`config.mk`:
```
export PLATFORM = sky130hd
export DESIGN_NAME = lsu_ctrl
export DESIGN_NICKNAME = d
export VERILOG_FILES = /design/src/rtl/lsu_pkg.sv /design/src/rtl/lsu_decode.sv /design/src/rtl/lsu_ctrl.sv
export SDC_FILE = /design/constraint.sdc
export NUM_CORES = 1
export LEC_CHECK = 0
export BUFFER_PORTS_ARGS = -buffer_cell sky130_fd_sc_hd__buf_2
export CORE_ASPECT_RATIO = 0.9
export CORE_MARGIN = 8
export CORE_UTILIZATION = 50
export CTS_CLUSTER_SIZE = 14
export DETAILED_ROUTE_END_ITERATION = 10
export PLACE_DENSITY = 0.95
export REMOVE_ABC_BUFFERS = 1
export SYNTH_ARGS = -nofsm -noshare
export SYNTH_HDL_FRONTEND = slang
export SYNTH_HIERARCHICAL = 1
export SYNTH_SLANG_ARGS = --single-unit
```
`constraint.sdc`:
```
create_clock -name clk -period 2.45 [get_ports clk]
set_clock_uncertainty 0.05 [all_clocks]
set_input_delay 0.245 -clock clk [delete_from_list [all_inputs] [get_ports clk]]
set_output_delay 0.245 -clock clk [all_outputs]
set_load 0.05 [all_outputs]
```
`src/rtl/lsu_pkg.sv`:
```
// Shared definitions for the load/store control unit: funct3 codes, dmem select codes, FSM states.
package lsu_pkg;

  localparam logic [2:0] F3_B  = 3'b000;
  localparam logic [2:0] F3_H  = 3'b001;
  localparam logic [2:0] F3_W  = 3'b010;
  localparam logic [2:0] F3_BU = 3'b100;
  localparam logic [2:0] F3_HU = 3'b101;

  localparam logic [2:0] RSEL_WORD  = 3'd0;
  localparam logic [2:0] RSEL_HALF  = 3'd1;
  localparam logic [2:0] RSEL_BYTE  = 3'd2;
  localparam logic [2:0] RSEL_UHALF = 3'd3;
  localparam logic [2:0] RSEL_UBYTE = 3'd4;

  localparam logic [1:0] WSEL_WORD = 2'd0;
  localparam logic [1:0] WSEL_HALF = 2'd1;
  localparam logic [1:0] WSEL_BYTE = 2'd2;

  typedef enum logic [1:0] {IDLE, ACCESS, RESP} state_t;

  typedef struct packed {
    logic        we;
    logic        err;
    logic [31:0] addr;
    logic [31:0] wdata;
    logic [2:0]  rsel;
    logic [1:0]  wsel;
  } req_t;

endpackage

```
`src/rtl/lsu_decode.sv`:
```
// Combinational request decode: funct3 -> dmem selects, address alignment and error flag.
// LSU_MISALIGN_CHECK_EN: misaligned word/half accesses are rejected instead of having low bits dropped.
module lsu_decode
  import lsu_pkg::*;
#(
  parameter int MEM_AW = 13
) (
  input  logic        we,
  input  logic [2:0]  funct3,
  input  logic [31:0] addr,
  output logic [2:0]  rsel,
  output logic [1:0]  wsel,
  output logic [31:0] aligned_addr,
  output logic        err
);

  logic illegal, half, word, oor, mis;

  always_comb begin
    rsel    = RSEL_WORD;
    wsel    = WSEL_WORD;
    illegal = 1'b0;
    half    = 1'b0;
    word    = 1'b0;
    case (funct3)
      F3_B:  begin rsel = RSEL_BYTE; wsel = WSEL_BYTE; end
      F3_H:  begin rsel = RSEL_HALF; wsel = WSEL_HALF; half = 1'b1; end
      F3_W:  begin rsel = RSEL_WORD; wsel = WSEL_WORD; word = 1'b1; end
      F3_BU: begin rsel = RSEL_UBYTE; illegal = we; end
      F3_HU: begin rsel = RSEL_UHALF; illegal = we; half = 1'b1; end
      default: illegal = 1'b1;
    endcase
  end

  assign oor = |(addr >> MEM_AW);

`ifdef LSU_MISALIGN_CHECK_EN
  assign mis          = (word && addr[1:0] != 2'b00) || (half && addr[0]);
  assign aligned_addr = addr;
`else
  // Without the check the access silently lands on the containing aligned unit.
  assign mis          = 1'b0;
  assign aligned_addr = {addr[31:2], word ? 2'b00 : {addr[1], addr[0] & ~half}};
`endif

  assign err = illegal || oor || mis;

endmodule

```
`src/rtl/lsu_ctrl.sv`:
```
// Load/store controller in front of dmem: one outstanding request, error requests skip memory.
// Optional LSU_MISALIGN_CHECK_EN enables misalignment errors (see lsu_decode).
module lsu_ctrl
  import lsu_pkg::*;
#(
  parameter int MEM_AW = 13
) (
  input  logic        clk,
  input  logic        rst_n,
  input  logic        req_valid,
  output logic        req_ready,
  input  logic        req_we,
  input  logic [2:0]  req_funct3,
  input  logic [31:0] req_addr,
  input  logic [31:0] req_wdata,
  output logic        resp_valid,
  input  logic        resp_ready,
  output logic [31:0] resp_rdata,
  output logic        resp_err,
  output logic [31:0] dmem_addr,
  output logic [31:0] dmem_dataw,
  input  logic [31:0] dmem_datar,
  output logic        dmem_wen,
  output logic [2:0]  dmem_rsel,
  output logic [1:0]  dmem_wsel
);

  state_t      state, next;
  req_t        lat;
  logic [2:0]  dec_rsel;
  logic [1:0]  dec_wsel;
  logic [31:0] dec_addr;
  logic        dec_err;
  logic        accept;

  lsu_decode #(.MEM_AW(MEM_AW)) u_dec (
    .we           (req_we),
    .funct3       (req_funct3),
    .addr         (req_addr),
    .rsel         (dec_rsel),
    .wsel         (dec_wsel),
    .aligned_addr (dec_addr),
    .err          (dec_err)
  );

  assign accept = req_valid && req_ready;

  always_comb begin
    next       = state;
    req_ready  = 1'b0;
    resp_valid = 1'b0;
    case (state)
      IDLE: begin
        req_ready = 1'b1;
        if (req_valid) next = dec_err ? RESP : ACCESS;
      end
      ACCESS: next = RESP;
      RESP: begin
        resp_valid = 1'b1;
        if (resp_ready) begin
          req_ready = 1'b1;
          next      = req_valid ? (dec_err ? RESP : ACCESS) : IDLE;
        end
      end
      default: next = IDLE;
    endcase
  end

  always_ff @(posedge clk) begin
    if (!rst_n) begin
      state <= IDLE;
      lat   <= '0;
    end else begin
      state <= next;
      if (accept) lat <= '{we: req_we, err: dec_err, addr: dec_addr, wdata: req_wdata,
                           rsel: dec_rsel, wsel: dec_wsel};
    end
  end

  // Reset gates the write strobe directly so a store caught in ACCESS never commits.
  assign dmem_wen   = (state == ACCESS) && lat.we && rst_n;
  assign dmem_addr  = lat.addr;
  assign dmem_dataw = lat.wdata;
  assign dmem_rsel  = lat.rsel;
  assign dmem_wsel  = lat.wsel;

  assign resp_err   = (state == RESP) && lat.err;
  assign resp_rdata = (state == RESP && !lat.we && !lat.err) ? dmem_datar : 32'h0;

endmodule

```
==> impl_metrics.toml <==
[timing]
max_clock_freq_mhz = 491
worstMarginPinSlew_ps = 649
layout_min_cycle_time_ps = 2040
rsz0062_at_grt = "no"
slew_headroom = 0.567
slew_viol_final = 0
hold_violations = 0
period_share = 0.832
setup_viol = 0

[power]
peakVddDrop_v = 0.000430
p_per_area_nw_per_um2 = 697
leakagePower_nw = 2.47

[critical_path]
worstRegToRegCells = 4
arrival_ps = 1740
cp.required_ps = 2150
worstReg2RegStart = "state[1]"
start_kind = "flip-flop"
crit_path_end_kind = "primary output"
r2r_end = "dmem_dataw[18]"
reg2reg_slack_ps = 820
crit_type = "flip-flop to primary output"
critPathMaxFanout = 32

[clock_tree]
clock_path_buffers = 2
clkLatencyLatePin_ps = 330
cts_resized = 0
post_cts_buffers = 0
cts_htree_levels = 3
cts-root-buf = "clkbuf_8"
cts_tree = "built"
postCtsHoldBufs = 0
clkSinkCount = 73
path_clk_slew_ps = 80
cts_buffers = 9

[hold_path]
hold_depth = 3
hp-start = "req_wdata[3]"
hp-class = "input pin to flip-flop"
worstHoldEndpoint = "dmem_dataw[3]"

[final_layout]
areaGrowthSynthToFinish_pct = 11.1
fin_util = 0.571
finalNonFillerCells = 676
antenna_cells = 0
final_cell_mix = "buf_2 (207), nand2_1 (146), dfxtp_1 (73)"
drive_above_1_share = 0.402
nets = 678
layout_commonest_cell = "buf_2"

[routing]
wirelength_um = 9960
via_per_inst = 4.76
drt_first_pass_iters = 5
drtIter0Drc = 118
vias = 3215
ant_nets = 0
route.detailed.drc = 0
post_drt_wl_per_cell_um = 14.7

[floorplan]
die_y_um = 102
core_sq_um = 8030
die_width_um = 112
start_util = 0.514
std_cell_rows = 31
dieArea_sq_um = 11400
io_pins = 209

[synthesis]
synth_area_sq_um = 4130
synth-xor-area-share = 0.00212
synth_compound_area_frac = 0.00606
yosys_register_bits = 73
synth_top_family_by_area = "buffers and inverters"
yosysTopAreaCellShare = 0.354
synth_seq_area_share = 0.354
synth.area.mux_share = 0.172
netlist_top_cells_area = "dfxtp_1 (35%), buf_4 (18%), mux2i_1 (17%), nand2_1 (13%), and2_1 (5.0%)"
syn-instance-count = 476
syn_area_per_cell_sq_um = 8.67
async_flop_share = 0
synthSimpleGateAreaFrac = 0.223
yosys_warnings = 6
synth_fa_ha_area_frac = 0
ys.flop_type = "dfxtp_1"
synthDistinctLibCells = 28
synth-edff-count = 0
synth_top_area_cell = "dfxtp_1"

[global_routing]
grt_pass1_wl_um = 15700
grt_usage = 0.170
antenna_found_initial = 0
grt_max_degree = 63
grt_pass1_vias = 3330
gr-total-overflow = 0

[place]
io_buffer_count = 208
dp_hpwl_um = 8050
routabilityCongestion = 0.887
place_inst = 662

[run_status]
outcome = "complete, no violations"

[job]
maxCapViolations = 0
[synthesized netlist by cell type, drive strengths merged (2+ instances only)]
library cell and n:
nand2 146, buf 113, dfxtp 73, mux2i 71
and2 33, clkbuf 13, nor2 5, nor4 4
nor3b 3, nor2b 2, nor3 2
[layer usage]
metal  share of wire  up-vias  global-route usage
met2            0.49      149               0.315
met1            0.38     1449               0.161
met3            0.11       14              0.0868
met4           0.017        0              0.0567
li1                -     1603                   -
met5               0        -                   0
[stage by stage]
step                      total power [mW]  area [sq um]  worst slack, ps  setup TNS [ps]  hold slack, ps
after CTS                             3.23          4580              379               0            76.7
after detailed placement              2.12          4350              677               0             394
after global routing                  3.34          4580              296               0            76.6
final                                 3.19          4580              412               0            97.2
after floorplan                       1.87          3130            -2490         -179010             309
after global placement                2.10          4350              780               0             389
[area by class of cell]
| cell class | instances | area, sq um |
|---|---|---|
| Multi-Input combinational cell | 276 | 1670 |
| Tap cell | 99 | 124 |
| Timing Repair Buffer | 213 | 1090 |
| Clock inverter | 5 | 106 |
| Inverter | 1 | 3.75 |
| Sequential cell | 73 | 1460 |
| Fill cell | 715 | 3440 |
| Clock buffer | 9 | 124 |
[logic make-up after synthesis]
family | after synthesis
and+or+nand+nor | 200
buffers and inverters | 127
AOI/OAI and AO/OA | 4
muxes | 71
xor gates and xnor gates | 1
DFF | 73
[worst max-delay path by stage]
stage / startpoint / to / cells past startpoint
after detailed placement: req_addr[13] / state[1] / 6
after global routing: state[0] / resp_rdata[3] / 5
after CTS: state[0] / resp_rdata[6] / 5
after floorplan: state[1] / dmem_addr[0] / 3
final: state[0] / resp_rdata[6] / 5
after global placement: req_addr[13] / state[1] / 6
[state kept, by name, summed over array words and instances (netlist names)]
name and cells:
dmem_addr 32, dmem_dataw 32, dmem_rsel 3, dmem_wsel 2
lat 2, state 2
[worst max-delay path, stage by stage (launching register included)]
cell	delay, ps
dfxtp_1	400
nor2b_4	160
nor3b_4	170
buf_4	260
and2_1	160
buf_2	260
[power by group]
group	total, mW	leakage [nW]	switching, mW	internal (mW)
sequential	1.30	0.601	0.0390	1.26
combinational	0.784	1.76	0.555	0.229
clock	1.11	0.111	0.440	0.667
total	3.19	2.47	1.03	2.16
(Power assumes the default switching activity.)
